$ cat src/rtl/wam_game_ctrl.sv
// Whack-a-mole game engine: spawns moles from an LFSR, times each mole's life,
// scores player taps in BCD and runs the round countdown.
module wam_game_ctrl #(
    parameter int TICK_DIV      = 500000,
    parameter int TICKS_PER_SEC = 100,
    parameter int GAME_SECS     = 30,
    parameter int LIFE_BASE     = 120,
    parameter int SPAWN_BASE    = 80,
    parameter int MAX_MOLES     = 3
) (
    input  logic        clk,
    input  logic        rst_n,
    input  logic        start,
    input  logic [3:0]  hrdn,
    input  logic [7:0]  tap,
    output logic [7:0]  holes,
    output logic [11:0] score,
    output logic [4:0]  time_display,
    output logic        pause,
    output logic        game_over
);

    typedef enum logic [1:0] {IDLE, PLAY, OVER} state_t;

    localparam int PW = (TICK_DIV > 1) ? $clog2(TICK_DIV) : 1;
    localparam int SW = (TICKS_PER_SEC > 1) ? $clog2(TICKS_PER_SEC) : 1;

    state_t        r_state;
    state_t        w_next_state;
    logic [PW-1:0] r_presc;
    logic [SW-1:0] r_sec;
    logic [7:0]    r_spawn_cnt;
    logic [7:0]    r_life [8];
    logic [7:0]    r_lfsr;
    logic          r_start_q;
    logic [7:0]    r_tap_q;
    logic [3:0]    r_hrdn_q;
    logic [7:0]    r_holes;
    logic [11:0]   r_score;
    logic [4:0]    r_time;

    logic          w_playing;
    logic          w_start_rise;
    logic          w_enter_play;
    logic          w_tick;
    logic          w_sec_wrap;
    logic          w_round_end;
    logic [7:0]    w_life_dec;
    logic [7:0]    w_life_len;
    logic [7:0]    w_spawn_dec;
    logic [7:0]    w_spawn_len;
    logic          w_spawn_due;
    logic [2:0]    w_idx;
    logic [3:0]    w_lit_count;
    logic [3:0]    w_hit_count;
    logic [7:0]    w_tap_rise;
    logic [7:0]    w_hit;
    logic [7:0]    w_expire;
    logic [7:0]    w_clear;
    logic [7:0]    w_spawn_mask;
    logic [7:0]    w_holes_next;
    logic [4:0]    w_ones;
    logic [4:0]    w_tens;
    logic [4:0]    w_hund;
    logic [11:0]   w_score_next;
    logic          w_lfsr_fb;

    assign holes        = r_holes;
    assign score        = r_score;
    assign time_display = r_time;

    assign w_start_rise = start & ~r_start_q;
    assign w_enter_play = (r_state != PLAY) && w_start_rise;
    assign w_tick       = w_playing && (r_presc == PW'(TICK_DIV - 1));
    assign w_sec_wrap   = w_tick && (r_sec == SW'(TICKS_PER_SEC - 1));
    assign w_round_end  = w_sec_wrap && (r_time == 5'd1);

    // Difficulty shortens mole life and spawn interval, each clamped to a floor.
    assign w_life_dec   = 8'(r_hrdn_q) * 8'd6;
    assign w_life_len   = (8'(LIFE_BASE) >= w_life_dec + 8'd16) ? 8'(LIFE_BASE) - w_life_dec : 8'd16;
    assign w_spawn_dec  = 8'(r_hrdn_q) * 8'd4;
    assign w_spawn_len  = (8'(SPAWN_BASE) >= w_spawn_dec + 8'd10) ? 8'(SPAWN_BASE) - w_spawn_dec : 8'd10;
    assign w_spawn_due  = w_tick && (r_spawn_cnt == w_spawn_len - 8'd1);
    assign w_idx        = r_lfsr[2:0];
    assign w_lfsr_fb    = r_lfsr[7] ^ r_lfsr[5] ^ r_lfsr[4] ^ r_lfsr[3];

    assign w_tap_rise   = tap & ~r_tap_q;
    assign w_hit        = w_playing ? (w_tap_rise & r_holes) : 8'd0;
    assign w_clear      = w_hit | w_expire;
    assign w_spawn_mask = (w_spawn_due && !r_holes[w_idx] && (w_lit_count < 4'(MAX_MOLES)))
                          ? (8'd1 << w_idx) : 8'd0;
    assign w_holes_next = (r_holes & ~w_clear) | w_spawn_mask;

    // Count lit holes, count hits, and flag holes whose life runs out this tick.
    always_comb begin
        w_lit_count = 4'd0;
        w_hit_count = 4'd0;
        w_expire    = 8'd0;
        for (int i = 0; i < 8; i++) begin
            w_lit_count = w_lit_count + 4'(r_holes[i]);
            w_hit_count = w_hit_count + 4'(w_hit[i]);
            w_expire[i] = w_tick && r_holes[i] && (r_life[i] == 8'd1);
        end
    end

    // Add this cycle's hits to the BCD score with per-digit carry, saturating at 999.
    always_comb begin
        w_ones = 5'(r_score[3:0]) + 5'(w_hit_count);
        w_tens = 5'(r_score[7:4]);
        w_hund = 5'(r_score[11:8]);
        if (w_ones >= 5'd10) begin
            w_ones = w_ones - 5'd10;
            w_tens = w_tens + 5'd1;
        end
        if (w_tens >= 5'd10) begin
            w_tens = w_tens - 5'd10;
            w_hund = w_hund + 5'd1;
        end
        if (w_hund >= 5'd10) begin
            w_score_next = 12'h999;
        end else begin
            w_score_next = {w_hund[3:0], w_tens[3:0], w_ones[3:0]};
        end
    end

    // State register.
    always_ff @(posedge clk or negedge rst_n) begin
        if (!rst_n) begin
            r_state <= IDLE;
        end else begin
            r_state <= w_next_state;
        end
    end

    // Next-state logic: a start edge launches a round, the countdown hitting zero ends it.
    always_comb begin
        w_next_state = r_state;
        case (r_state)
            IDLE:    if (w_start_rise) w_next_state = PLAY;
            PLAY:    if (w_round_end)  w_next_state = OVER;
            OVER:    if (w_start_rise) w_next_state = PLAY;
            default: w_next_state = IDLE;
        endcase
    end

    // State-decoded outputs.
    always_comb begin
        w_playing = (r_state == PLAY);
        pause     = (r_state != PLAY);
        game_over = (r_state == OVER);
    end

    // Game datapath: edge capture, LFSR, tick/second/spawn counters, moles and score.
    always_ff @(posedge clk or negedge rst_n) begin
        if (!rst_n) begin
            r_presc     <= '0;
            r_sec       <= '0;
            r_spawn_cnt <= 8'd0;
            r_lfsr      <= 8'hA5;
            r_start_q   <= 1'b0;
            r_tap_q     <= 8'd0;
            r_hrdn_q    <= 4'd0;
            r_holes     <= 8'd0;
            r_score     <= 12'h000;
            r_time      <= 5'(GAME_SECS);
            for (int i = 0; i < 8; i++) r_life[i] <= 8'd0;
        end else begin
            r_lfsr    <= {r_lfsr[6:0], w_lfsr_fb};
            r_start_q <= start;
            r_tap_q   <= tap;
            if (w_enter_play) begin
                r_presc     <= '0;
                r_sec       <= '0;
                r_spawn_cnt <= 8'd0;
                r_hrdn_q    <= hrdn;
                r_holes     <= 8'd0;
                r_score     <= 12'h000;
                r_time      <= 5'(GAME_SECS);
                for (int i = 0; i < 8; i++) r_life[i] <= 8'd0;
            end else if (w_playing) begin
                r_presc <= w_tick ? '0 : r_presc + PW'(1);
                if (w_tick) begin
                    r_sec       <= w_sec_wrap ? '0 : r_sec + SW'(1);
                    r_spawn_cnt <= w_spawn_due ? 8'd0 : r_spawn_cnt + 8'd1;
                end
                if (w_sec_wrap) begin
                    r_time <= r_time - 5'd1;
                end
                if (w_round_end) begin
                    r_holes <= 8'd0;
                    for (int i = 0; i < 8; i++) r_life[i] <= 8'd0;
                end else begin
                    r_holes <= w_holes_next;
                    r_score <= w_score_next;
                    for (int i = 0; i < 8; i++) begin
                        if (w_clear[i]) begin
                            r_life[i] <= 8'd0;
                        end else if (w_spawn_mask[i]) begin
                            r_life[i] <= w_life_len;
                        end else if (w_tick && r_holes[i]) begin
                            r_life[i] <= r_life[i] - 8'd1;
                        end
                    end
                end
            end
        end
    end

endmodule

$ cat config.mk
export PLATFORM = sky130hd
export DESIGN_NAME = wam_game_ctrl
export DESIGN_NICKNAME = d
export VERILOG_FILES = /design/src/rtl/wam_game_ctrl.sv
export SDC_FILE = /design/constraint.sdc
export NUM_CORES = 1
export LEC_CHECK = 0
export CAP_MARGIN = 5
export CORE_ASPECT_RATIO = 1.25
export CORE_MARGIN = 3
export CORE_UTILIZATION = 45
export CTS_CLUSTER_DIAMETER = 150
export DETAILED_ROUTE_END_ITERATION = 8
export GPL_ROUTABILITY_DRIVEN = 1
export PLACE_DENSITY_LB_ADDON = 0.12
export REMOVE_ABC_BUFFERS = 1
export SYNTH_ARGS = -nofsm -noshare
export SYNTH_HDL_FRONTEND = slang
export SYNTH_SLANG_ARGS = --single-unit
$ cat constraint.sdc
create_clock -name clk -period 15.9 [get_ports clk]
set_input_delay 1.59 -clock clk [delete_from_list [all_inputs] [get_ports clk]]
set_output_delay 1.59 -clock clk [all_outputs]
set_load 0.005 [all_outputs]
# After elaboration in Yosys (flattened, before gate mapping)
# Cells that the tools add are included.
dict set report classes {
  addsub 36
  multipliers 1
  n_div 0
  order_cmp 7
  n_eq_ne 18
  shifts 1
  mux 61
  n_bitwise 12
  reduce_logical 49
}
# op count
set ops {}
lappend ops {{8-bit 2-to-1 mux} 35}
lappend ops {{64-bit 2-to-1 mux} 3}
lappend ops {{8-bit by 1-bit subtractor with 8-bit output (second input constant)} 9}
lappend ops {{8-bit by 1-bit == test with 1-bit output (second input constant)} 8}
lappend ops {{19-bit 2-to-1 mux} 3}
lappend ops {{12-bit 2-to-1 mux} 4}
lappend ops {{5-bit nonzero test} 8}
lappend ops {{4-bit by 1-bit adder with 4-bit output} 8}
lappend ops {{7-bit 2-to-1 mux} 4}
lappend ops {{5-bit 2-to-1 mux} 5}
lappend ops {{8-bit bitwise AND} 3}
lappend ops {{2-bit AND reduction} 12}
lappend ops {{1-bit logical AND} 23}
lappend ops {{19-bit by 1-bit adder with 19-bit output (second input constant)} 1}
lappend ops {{19-bit == test (second input constant)} 1}
lappend ops {{8-bit NOT} 2}
lappend ops {{8-bit bitwise OR} 2}
lappend ops {{5-bit by 4-bit greater-or-equal comparator with 1-bit output (second input constant)} 3}
lappend ops {{4-bit by 1-bit adder with 5-bit output (second input constant)} 2}
lappend ops {{3-bit by 1-bit adder with 4-bit output} 2}
lappend ops {{7-bit by 5-bit adder with 8-bit output (second input constant)} 1}
lappend ops {{8-bit by 1-bit adder with 8-bit output (second input constant)} 1}
lappend ops {{8-bit == test} 1}
lappend ops {{7-bit by 8-bit greater-or-equal comparator with 1-bit output (first input constant)} 1}
lappend ops {{32 further kinds} 43}
dict set report totals {
  reg_bits 146
  latchBits 0
  mem_bits_rw 0
  rom_bits 0
  in_bits 15
  output_inout_bits 27
  elab_cells 204
  memories 0
}

# Depth between registers and ports, before layout
dict set report depth {
  ltp_word 21
  depth_mapped 25
  ltp_nobuf 23
}

# Least setup slack after synthesis
# Ideal clock, no wire load.
dict set report synth_timing {
  kind {input-to-reg}
  startpoint {input tap[0]}
  endpoint {register r_score[1], in the netlist score[1]}
  setup_ns 0.068
  arrival_ns 6.846
  t_required_ns 15.832
  setup_slack_ns 8.987
  cell_stages 21
  path_buffers 1
  cell_sequence {nand2_1 -> nor3_1 -> fa_1 -> inv_1 -> fa_1 -> fa_1 -> fa_1 -> fa_1 -> xor2_1 -> ha_1 -> nand2b_1 -> o32a_1 -> a31oi_1 -> buf_2 -> nand2b_1 -> xor2_1 -> ha_1 -> o221a_2 -> o21ai_2 -> mux2i_1 -> a32o_1}
}
dict set report synth_between {
  elab_chain_cells 20
  elab_cells_between_ends 22
  cone_classes {add/sub (9); order compare (3); mux (8); bitwise (2)}
}
# element line
set synth_rtl {}
lappend synth_rtl {{from (decl)} 15} ;# input logic [7:0] tap,
lappend synth_rtl {{8-bit bitwise AND (*)} 87} ;# assign w_tap_rise = tap & ~r_tap_q;
lappend synth_rtl {{8-bit bitwise AND (*)} 88} ;# assign w_hit = w_playing ? (w_tap_rise & r_holes) : 8'd0;
lappend synth_rtl {{8-bit 2-to-1 mux (*)} 88}
lappend synth_rtl {{1-bit by 1-bit adder with 2-bit output (*)} 101} ;# w_hit_count = w_hit_count + 4'(w_hit[i]);
lappend synth_rtl {{2-bit by 1-bit adder with 3-bit output (*)} 101}
lappend synth_rtl {{3-bit by 1-bit adder with 4-bit output (*)} 101}
lappend synth_rtl {{4-bit by 1-bit adder with 4-bit output (*) (4 in a row)} 101}
lappend synth_rtl {{4-bit by 4-bit adder with 5-bit output (*)} 108} ;# w_ones = 5'(r_score[3:0]) + 5'(w_hit_count);
lappend synth_rtl {{5-bit by 4-bit greater-or-equal comparator with 1-bit output} 111} ;# if (w_ones >= 5'd10) begin
lappend synth_rtl {{5-bit 2-to-1 mux} 111}
lappend synth_rtl {{5-bit by 4-bit greater-or-equal comparator with 1-bit output} 115} ;# if (w_tens >= 5'd10) begin
lappend synth_rtl {{5-bit 2-to-1 mux} 115}
lappend synth_rtl {{5-bit by 4-bit greater-or-equal comparator with 1-bit output} 119} ;# if (w_hund >= 5'd10) begin
lappend synth_rtl {{12-bit 2-to-1 mux (*)} 119}
lappend synth_rtl {{12-bit 2-to-1 mux (*)} 189} ;# if (w_round_end) begin
lappend synth_rtl {{12-bit 2-to-1 mux (*)} 180} ;# end else if (w_playing) begin
lappend synth_rtl {{12-bit 2-to-1 mux (*)} 171} ;# if (w_enter_play) begin
lappend synth_rtl {{to (signal assigned)} 194} ;# r_score <= w_score_next;
lappend synth_rtl {{to (decl)} 39} ;# logic [11:0] r_score;
# Every way passes the cells marked *; elsewhere a longest branch is shown, timed or not. The select of a mux whose other input is x is not followed.
# A chain may end at the register's enable or synchronous reset.

# Final worst setup path
dict set report layout_timing {
  startpoint {input tap[2]}
  endpoint {register r_score[1], in the netlist score[1]}
}
dict set report layout_between {
  elab_chain_cells 19
  elab_cells_between_ends 21
  cone_classes {add/sub (8); order compare (3); mux (8); bitwise (2)}
}
# element line
set layout_rtl {}
lappend layout_rtl {{8-bit bitwise AND (*)} 87}
lappend layout_rtl {{8-bit bitwise AND (*)} 88}
lappend layout_rtl {{8-bit 2-to-1 mux (*)} 88}
lappend layout_rtl {{2-bit by 1-bit adder with 3-bit output (*)} 101}
lappend layout_rtl {{3-bit by 1-bit adder with 4-bit output (*)} 101}
lappend layout_rtl {{4-bit by 1-bit adder with 4-bit output (*) (4 in a row)} 101}
lappend layout_rtl {{4-bit by 4-bit adder with 5-bit output (*)} 108}
lappend layout_rtl {{5-bit by 4-bit greater-or-equal comparator with 1-bit output} 111}
lappend layout_rtl {{5-bit 2-to-1 mux} 111}
lappend layout_rtl {{5-bit by 4-bit greater-or-equal comparator with 1-bit output} 115}
lappend layout_rtl {{5-bit 2-to-1 mux} 115}
lappend layout_rtl {{5-bit by 4-bit greater-or-equal comparator with 1-bit output} 119}
lappend layout_rtl {{12-bit 2-to-1 mux (*)} 119}
lappend layout_rtl {{12-bit 2-to-1 mux (*)} 189}
lappend layout_rtl {{12-bit 2-to-1 mux (*)} 180}
lappend layout_rtl {{12-bit 2-to-1 mux (*)} 171}
# Marks and branches as above.

==> results.tsv <==
metric	value	unit
status	finished clean	
register area share after synthesis	40.4	%
DRT antenna net count	0	
final instance area	10400	sq um
clk root buf	clkbuf_16	
synth cell count leaders	dfrtp_1, nand2_1, nor2_1, o21ai_0, inv_1	
Max-Cap Viols	0	
Hold Buf Count CTS	0	
gr ovfl total	0	
Synth Register Bits	146	
CP max-delay cell	mux2i_1	
dpl cell area	9740	sq um
Chip Width	133	um
first-pass GRT wire length	35800	um
diodes inserted	0	
total power	1.41	mW
crit path cell chain	clkdlybuf4s50_1 -> nand2_1 -> nor3_1 -> fa_1 -> inv_1 -> fa_1 -> fa_1 -> fa_1 -> fa_1 -> xor2_1 -> ha_1 -> nand2b_1 -> o32a_1 -> a31oi_1 -> buf_4 -> nand2b_1 -> xor2_1 -> ha_1 -> o221a_2 -> o21ai_2 -> mux2i_1 -> a32o_1	
DRT Pass-1 Iters	5	
hpwl dp	15000	um
layout cells sized above 1	7.55	%
CTS max path bufs	2	
P&R area growth vs syn	14.2	%
Max Clock Freq	133	MHz
Crit Path Category	input pin to flip-flop	
count of input and output buffers	41	
CTS Buf Count	17	
CTS sink count	146	
Iter 0 DRT Violations	388	
PD cells	137	nW/um^2
EDFF count, synth	0	
largest net degree at the start of global routing	82	
Mean Syn Cell Area	9.25	sq um
Initial Util	46.2	%
I/O pin cnt	42	
worst clock skew	9.17	ps
Synth warnings	0	
Syn Inst Count	981	
RR Startpoint	r_state[0]	
Hold Startpoint	r_lfsr[6]	
Fill cells	1809	
CP startpoint	tap[2]	
vias in the first global route	7028	
final wirelength	21400	um
Tcrit/Tclk final	47.3	%
vias per inst	5.57	
LEAKAGE	4.56	nW
dpl ws	7930	ps
post-route minimum period	7520	ps
synth top area cells	dfrtp_1, ha_1, nand2_1, nor2_1, xnor2_1	
predominant post-synthesis flop cell	dfrtp_1	
H-tree depth	4	
Clock Latency Late Sink	430	ps
row cnt	57	
GRT Util Overall	20.3	%
Slew Limit Fails	0	
CP required	16260	ps
crit-path max FO	11	
Crit. End Element	flip-flop	
Hold Vio Cnt, Final	0	
post-CTS sizing	0	
Yosys top cell area share	38.1	%
most common cell in the synthesized netlist	dfrtp_1	
Vias	7235	
nets@finish	1090	
RSZ-0062 raised after global routing	false	
Max stage delay on crit path	600	ps
PnR worst setup slack	8380	ps
Hold Path Stages	0	
asr flop ratio synth	100	%
final core utilization	52.8	%
die height	165	um
Core ar.	19600	sq um
routed len/inst	16.5	um
# DRC	0	
Post-CTS Setup Inserts	0	
die area	21900	sq um
Worst Path Arrival	7880	ps
initial antenna violation count	0	
Worst slew margin	34.6	%
TritonCTS clock tree	done	
HP Class	flip-flop to flip-flop	
largest area contributor in the netlist	dfrtp_1	
Worst path most repeated cell	fa_1	
Least-Margin Pin Slew	977	ps
Clk pin slew, worst setup/hold paths	60	ps
mapped cell area	9070	sq um
setup TNS	0	ps
Max VDD drop	0.359	mV
final-report setup violation count	0	
Reg2Reg Depth	23	
gpl congestion	0.807	
startpoint class of the critical path	input pin	
Synth cell types	77	
## final cells by class
class / instances / area (sq um) / share of cell area [%]
Multi-Input combinational cell: 756 / 5080 / 49.1
Sequential cell: 146 / 3660 / 35.4
Clock buffer: 24 / 492 / 4.75
Timing Repair Buffer: 49 / 472 / 4.56
Tap cell: 265 / 332 / 3.20
Inverter: 50 / 188 / 1.81
Clock inverter: 8 / 125 / 1.21
## worst paths after layout
kind                            slack (ps)           to
max in group asynchronous            13360  r_hrdn_q[0]
min in group asynchronous             1210   r_life[57]
worst max register to register        8970     score[1]
worst min register to register         360    r_lfsr[7]
worst max-delay path                  8380     score[1]
worst min-delay path                   360    r_lfsr[7]
## per-stage QoR
stage	hold slack (ps)	cells
detailed placement	342	1266
CTS	363	1298
finish	361	1298
global route	373	1298
floorplan	333	952
global placement	338	1266
## layout by cell type (no fill, tap or decap), types with 36 or more instances in the layout
| master | count |
|---|---|
| dfrtp_1 | 138 |
| nand2_1 | 109 |
| nor2_1 | 104 |
| o21ai_0 | 64 |
| inv_1 | 50 |
| ha_1 | 45 |
| xnor2_1 | 40 |
| clkdlybuf4s50_1 | 40 |
| xor2_1 | 36 |
## critical path: cells and delay by family
kind / cells / cell delay, ps
buf+inv: 3 / 810
compound gates: 5 / 1030
simple gates: 4 / 640
xor+xnor: 2 / 330
mux: 1 / 600
fa+ha+maj: 7 / 2870
## cells by family (layout without fill, tap and decap cells)
family,after synthesis,count (layout),share of synthesized area [%]
compound gates,199,199,14.5
mux,21,21,2.59
simple gates,404,404,22.9
flops,146,146,40.4
fa+ha+maj,55,55,8.41
buf+inv,79,131,3.71
xor+xnor,77,77,7.52
## power by group
part | internal (mW) | switching (mW) | total, mW
clock | 0.264 | 0.154 | 0.418
sequential | 0.402 | 0.0481 | 0.450
combinational | 0.190 | 0.357 | 0.547
total | 0.856 | 0.559 | 1.41
## per-layer routing
metal  share of wire [%]  GRT usage, %  vias to the layer above
met5                   0             0                        -
met4                 1.1          5.25                        0
met3                 3.5          3.90                       21
met2                  50          34.3                      122
met1                  46          27.0                     3517
li1                    -             -                     3575
## sequential cells by signal (all words and copies together) (netlist names), 7 cells and up
signal / cells
r_presc: 19
score: 12
r_tap_q: 8
r_sec: 7
r_life: 64
r_lfsr: 8
r_spawn_cnt: 8
holes: 8
Power figures use the tool's default switching activity.
